**src/rtl/ed_pkg.sv**
```systemverilog
// Shared definitions for the energy-detection report transmitter.
// Optional macro: ED_TX_CHECKSUM_EN appends an XOR checksum byte to each frame.
package ed_pkg;

  localparam logic [7:0] SYNC_BYTE = 8'hA5;
  localparam int         UART_BITS = 10;

`ifdef ED_TX_CHECKSUM_EN
  localparam int FRAME_BYTES = 4;
`else
  localparam int FRAME_BYTES = 3;
`endif

  typedef enum logic [1:0] {
    IDLE  = 2'd0,
    START = 2'd1,
    DATA  = 2'd2,
    STOP  = 2'd3
  } tx_state_t;

  // Byte idx of the frame carrying energy e.
  function automatic logic [7:0] frame_byte(input logic [1:0] idx, input logic [15:0] e);
    logic [7:0] b;
    case (idx)
      2'd0:    b = SYNC_BYTE;
      2'd1:    b = e[15:8];
      2'd2:    b = e[7:0];
`ifdef ED_TX_CHECKSUM_EN
      default: b = SYNC_BYTE ^ e[15:8] ^ e[7:0];
`else
      default: b = SYNC_BYTE;
`endif
    endcase
    return b;
  endfunction

endpackage

```
**src/rtl/ed_fifo.sv**
```systemverilog
// Small synchronous event FIFO; full/empty/count are registered.
module ed_fifo #(
  parameter int W     = 16,
  parameter int DEPTH = 4
) (
  input  logic                     clk,
  input  logic                     rst,
  input  logic                     push,
  input  logic                     pop,
  input  logic [W-1:0]             wdata,
  output logic [W-1:0]             rdata,
  output logic                     full,
  output logic                     empty,
  output logic [$clog2(DEPTH):0]   count
);

  localparam int AW = $clog2(DEPTH);

  logic [W-1:0]  mem [DEPTH];
  logic [AW-1:0] wptr, rptr;
  logic          push_ok, pop_ok;
  logic [AW:0]   cnt_nxt;

  assign push_ok = push & ~full;
  assign pop_ok  = pop & ~empty;
  assign cnt_nxt = count + (AW+1)'(push_ok) - (AW+1)'(pop_ok);
  assign rdata   = mem[rptr];

  // Storage write; contents need no reset since empty gates every read.
  always_ff @(posedge clk) begin
    if (push_ok) mem[wptr] <= wdata;
  end

  // Pointers and occupancy flags.
  always_ff @(posedge clk or posedge rst) begin
    if (rst) begin
      wptr  <= '0;
      rptr  <= '0;
      count <= '0;
      full  <= 1'b0;
      empty <= 1'b1;
    end else begin
      if (push_ok) wptr <= wptr + AW'(1);
      if (pop_ok)  rptr <= rptr + AW'(1);
      count <= cnt_nxt;
      full  <= (cnt_nxt == (AW+1)'(DEPTH));
      empty <= (cnt_nxt == '0);
    end
  end

endmodule

```
**src/rtl/ed_report_tx.sv**
```systemverilog
// Energy-detection report transmitter: buffers detector events and sends
// each as a UART frame A5, energy[15:8], energy[7:0] (+ checksum when
// ED_TX_CHECKSUM_EN is defined), bytes back-to-back, 8N1, LSB first.
module ed_report_tx
  import ed_pkg::*;
#(
  parameter int CLK_DIV    = 4,
  parameter int DATA_W     = 16,
  parameter int FIFO_DEPTH = 4
) (
  input  logic              clk,
  input  logic              rst,
  input  logic              evt_valid,
  input  logic [DATA_W-1:0] evt_energy,
  output logic              evt_ready,
  output logic              tx,
  output logic              busy,
  output logic              overflow
);

  localparam int CW = $clog2(FIFO_DEPTH) + 1;

  tx_state_t         state, nstate;
  logic [15:0]       cnt, cnt_n;
  logic [2:0]        bit_idx, bit_n;
  logic [1:0]        byte_idx, byte_n;
  logic [7:0]        sh, sh_n;
  logic [15:0]       en_q, en_n;
  logic              tx_n;
  logic              pop, push_ok, bit_end;
  logic              f_full, f_empty;
  logic [CW-1:0]     f_count, cnt_nxt;
  logic [DATA_W-1:0] f_rdata;

  assign push_ok = evt_valid & ~f_full;
  assign cnt_nxt = f_count + CW'(push_ok) - CW'(pop);
  assign bit_end = (cnt == 16'(CLK_DIV - 1));

  ed_fifo #(.W(DATA_W), .DEPTH(FIFO_DEPTH)) u_fifo (
    .clk   (clk),
    .rst   (rst),
    .push  (push_ok),
    .pop   (pop),
    .wdata (evt_energy),
    .rdata (f_rdata),
    .full  (f_full),
    .empty (f_empty),
    .count (f_count)
  );

  // Next-state and serial line; tx is computed one edge ahead so it is a flop.
  always_comb begin
    nstate = state;
    cnt_n  = cnt;
    bit_n  = bit_idx;
    byte_n = byte_idx;
    sh_n   = sh;
    en_n   = en_q;
    tx_n   = tx;
    pop    = 1'b0;
    case (state)
      IDLE: begin
        tx_n  = 1'b1;
        cnt_n = '0;
        if (!f_empty) begin
          pop    = 1'b1;
          en_n   = f_rdata;
          sh_n   = SYNC_BYTE;
          byte_n = '0;
          nstate = START;
          tx_n   = 1'b0;
        end
      end
      START: begin
        if (bit_end) begin
          cnt_n  = '0;
          bit_n  = '0;
          nstate = DATA;
          tx_n   = sh[0];
        end else begin
          cnt_n = cnt + 16'd1;
        end
      end
      DATA: begin
        if (bit_end) begin
          cnt_n = '0;
          if (bit_idx == 3'd7) begin
            nstate = STOP;
            tx_n   = 1'b1;
          end else begin
            bit_n = bit_idx + 3'd1;
            sh_n  = {1'b0, sh[7:1]};
            tx_n  = sh[1];
          end
        end else begin
          cnt_n = cnt + 16'd1;
        end
      end
      STOP: begin
        if (bit_end) begin
          cnt_n = '0;
          if (byte_idx != 2'(FRAME_BYTES - 1)) begin
            byte_n = byte_idx + 2'd1;
            sh_n   = frame_byte(byte_idx + 2'd1, en_q);
            nstate = START;
            tx_n   = 1'b0;
          end else if (!f_empty) begin
            // Chain straight into the next frame with no idle bit.
            pop    = 1'b1;
            en_n   = f_rdata;
            sh_n   = SYNC_BYTE;
            byte_n = '0;
            nstate = START;
            tx_n   = 1'b0;
          end else begin
            byte_n = '0;
            nstate = IDLE;
            tx_n   = 1'b1;
          end
        end else begin
          cnt_n = cnt + 16'd1;
        end
      end
      default: nstate = IDLE;
    endcase
  end

  // Serialiser state and registered outputs.
  always_ff @(posedge clk or posedge rst) begin
    if (rst) begin
      state     <= IDLE;
      cnt       <= '0;
      bit_idx   <= '0;
      byte_idx  <= '0;
      sh        <= '0;
      en_q      <= '0;
      tx        <= 1'b1;
      busy      <= 1'b0;
      overflow  <= 1'b0;
      evt_ready <= 1'b1;
    end else begin
      state     <= nstate;
      cnt       <= cnt_n;
      bit_idx   <= bit_n;
      byte_idx  <= byte_n;
      sh        <= sh_n;
      en_q      <= en_n;
      tx        <= tx_n;
      busy      <= (nstate != IDLE);
      overflow  <= overflow | (evt_valid & f_full);
      evt_ready <= (cnt_nxt != CW'(FIFO_DEPTH));
    end
  end

endmodule
```
**config.mk**
```make
export PLATFORM = sky130hd
export DESIGN_NAME = ed_report_tx
export DESIGN_NICKNAME = d
export VERILOG_FILES = /design/src/rtl/ed_pkg.sv /design/src/rtl/ed_fifo.sv /design/src/rtl/ed_report_tx.sv
export SDC_FILE = /design/constraint.sdc
export NUM_CORES = 1
export LEC_CHECK = 0
export BUFFER_PORTS_ARGS = -buffer_cell sky130_fd_sc_hd__buf_2
export CAP_MARGIN = 30
export CELL_PAD_IN_SITES_DETAIL_PLACEMENT = 0
export CELL_PAD_IN_SITES_GLOBAL_PLACEMENT = 1
export CORE_MARGIN = 2
export CORE_UTILIZATION = 45
export CTS_BUF_LIST = sky130_fd_sc_hd__clkbuf_4
export CTS_CLUSTER_SIZE = 30
export DETAILED_ROUTE_END_ITERATION = 8
export MAX_ROUTING_LAYER = met4
export PLACE_DENSITY = 0.79
export SYNTH_ARGS = -nofsm -noshare
export SYNTH_HDL_FRONTEND = slang
export SYNTH_SLANG_ARGS = --single-unit
```
**constraint.sdc**
```tcl
create_clock -name clk -period 7.78 [get_ports clk]
set_input_delay 1.556 -clock clk [delete_from_list [all_inputs] [get_ports clk]]
set_output_delay 1.556 -clock clk [all_outputs]
set_load 0.02 [all_outputs]
```
==> impl_metrics.tcl <==
set metrics [dict create \
    worst_pin_slew_ns 0.812 \
    holdWs_ns 0.461 \
    start_util_pct 46.1 \
    ys_seq_elements 124 \
    firstDrtPassIters 4 \
    clock-sinks 124 \
    period_minus_slack_ns 3.30 \
    clock_skew_ns 0.0196 \
    grt_pass1_vias 3255 \
    drive_gt1_share_pct 24.5 \
    use_met1_pct 20.8 \
    max_cap_viol_count 0 \
    root_buffer "clkbuf_4" \
    endpoint_kind "flop" \
    crit_path_cell_trace "ha_1 -> or4b_4 -> nor4_2 -> buf_4 -> a21oi_1 -> nor2_1 -> ha_1 -> inv_1 -> ha_1 -> inv_1 -> fa_1 -> xor2_1 -> nor3b_1" \
    syn_nets 432 \
    wirelength_um 9540 \
    row_count 40 \
    final_hold_viol_count 0 \
    grt_first_pass_wirelength_um 16100 \
    path_class "flop to flop" \
    grt_util_met3_pct 5.01 \
    track_usage_pct 16.6 \
    synthMuxAreaShare_pct 11.7 \
    ys_warn_count 0 \
    grt_start_max_net_pins 61 \
    wl_per_cell_um 16.3 \
    netlist_area_um2 5540 \
    grt_util_met2_pct 25.1 \
    htreeDepth 4 \
    area_growth_pct 8.98 \
    die_h_um 115 \
    slew_headroom_pct 45.8 \
    holdCritPathClass "flop to flop" \
    place.gp.congestion 0.800 \
    drt.antenna.violating_nets 0 \
    final_nets 461 \
    critPathArrivalTime_ns 3.75 \
    syn_inst 395 \
    io_pins 23 \
    clock_latency_ns 0.53 \
    cts_tree "yes" \
    cpPeakStageDelay_ns 0.51 \
    synth_xor_xnor_area_share_pct 2.69 \
    antenna_found_initial 0 \
    cts_setup_buffers 0 \
    critPathRequiredTime_ns 8.23 \
    cts_resized 0 \
    seq_area_frac_synth_pct 61.8 \
    synth_top_family_by_area "multiplexers" \
    yosys.area_share.simple_pct 9.19 \
    grt-busiest-layer "met2" \
    timing.final.max_slew_violations 0 \
    fmax_mhz 303 \
    port_buffers 22 \
    crit_path_max_fanout 12 \
    grt_overflow_total 0 \
    cts_buffer_depth 2 \
    ys_top_cells_by_area "edfxtp_1, dfrtp_1, mux4_2, mux2_2, ha_1" \
    synth_edf_count 64 \
    start_kind "flop" \
    die_w_um 115 \
    setup_ws_ns 4.48 \
    dp_slack_ns 4.44 \
    synthAdderAreaFrac_pct 4.33 \
    rsz0062_at_grt "false" \
    slowest_stage "or4b_4" \
    drtIter0Drc 136 \
    viasPerCell 5.41 \
    crit_family "simple AND/OR/NAND/NOR gates" \
    tns_ns 0 \
    ctsHoldBuffers 0 \
    num_antenna_cells 0 \
    power.leakage_nw 2.27 \
    cts_buffers 17 \
    power_density_nw_per_um2 339 \
    clk_pin_slew_ns 0.12 \
    cp_num_buf_inv 3 \
    route.detailed.drc 0 \
    dieArea_um2 13200 \
    yosysTopAreaCell "edfxtp_1" \
    synth_top_area_share_pct 34.7 \
    synthArstFlopShare_pct 48.4 \
    yosys.cell_types.count 47 \
    core_um2 12000 \
    status "complete, no violations" \
    dr_total_vias 3161 \
    syn_avg_cell_area_um2 14.0 \
    synth_ff_type "edfxtp_1" \
    setup_viol 0 \
    cpMostUsedCell "ha_1" \
    ir_drop_mv 0.201 \
    dp_hpwl_um 6360 \
    fin_crit_sh_pct 42.4 \
    synth_compound_area_share_pct 8.01 \
]
final timing paths:
| path | start | endpoint | slack, ns | cells past startpoint |
|---|---|---|---|---|
| worst max register to register | cnt[0] | u_fifo.full | 4.48 | 13 |
| worst max-delay path | cnt[0] | u_fifo.full | 4.48 | 13 |
| min in group asynchronous | rst | cnt[10] | 1.23 | 3 |
| worst min register to register | overflow | overflow | 0.46 | 1 |
| max in group asynchronous | rst | sh[1] | 6.05 | 3 |
| worst min-delay path | overflow | overflow | 0.46 | 1 |
cell families after synthesis:
kind of cell / count (synthesis)
XOR/XNOR: 17
flip-flops: 124
AO/OA/AOI/OAI: 66
adder cells (fa/ha/maj): 18
buffers and inverters: 32
AND/OR/NAND/NOR: 96
multiplexers: 42
worst reg2reg max path: stages, from the launching register on:
cell     delay, ns
dfrtp_1       0.42
ha_1          0.26
or4b_4        0.51
nor4_2        0.28
buf_4         0.23
a21oi_1       0.13
nor2_1        0.12
ha_1          0.23
inv_1         0.05
ha_1          0.13
inv_1         0.05
fa_1          0.37
xor2_1        0.23
nor3b_1       0.22
cell usage in the layout, fill, tap and decap left out, types with 7 or more instances in the layout:
| cell type | count |
|---|---|
| edfxtp_1 | 64 |
| xnor2_1 | 11 |
| a22o_1 | 7 |
| o21ai_0 | 27 |
| dfrtp_1 | 57 |
| clkbuf_4 | 18 |
| a21oi_1 | 13 |
| mux2_2 | 21 |
| nand3_1 | 7 |
| buf_2 | 22 |
| nand2_1 | 19 |
| inv_1 | 15 |
| ha_1 | 16 |
| mux4_2 | 16 |
| nor2_1 | 23 |
report_power, final:
part / leakage (nW) / internal [mW] / switching [mW]
Sequential: 1.33 / 0.864 / 0.104
Combinational: 0.822 / 0.341 / 0.361
Clock: 0.122 / 0.129 / 0.248
Total: 2.27 / 1.33 / 0.713
state kept, by name, indices dropped and copies added, names as in the netlist, 3 cells and up:
name,flops
cnt,16
en_q,16
sh,8
u_fifo.mem,64
bit_idx,3
u_fifo.count,3
cell usage after synthesis (all sizes together), types with 5 or more instances:
library cell and count:
edfxtp 64, dfrtp 57, o21ai 27, nor2 23, mux2 21, nand2 19, ha 16, inv 16
mux4 16, a21oi 14, xnor2 11, buf 9, a22o 7, clkbuf 7, nand3 7, and2 6
nand4 6, xor2 6, mux2i 5, nand2b 5, nor3 5
area by class of cell:
type	count	area, um2
Fill cell	1040	5970
Clock buffer	18	135
Clock inverter	14	97.6
Tap cell	147	184
Sequential cell	124	3430
Inverter	16	60.1
Timing Repair Buffer	26	148
Multi-Input combinational cell	239	1990
per-layer routing:
layer | wire, um | part of all wire, % | vias to the layer above
li1 | - | - | 1540
met1 | 4320 | 45 | 1565
met2 | 4780 | 50 | 45
met3 | 301 | 3.2 | 11
met4 | 138 | 1.4 | 0
met5 | 0 | 0 | -
stage by stage:
stage                     area [um2]  util [%]  power, mW  cells
final                           6040      50.3       2.05    584
after global routing            6040      50.3       2.20    584
after CTS                       6040      50.3       2.08    584
after detailed placement        5810      48.4       1.69    552
after global placement          5790      48.2       1.66    551
after floorplan                 5540         -       1.51    395
Power figures use the tool's default switching activity.
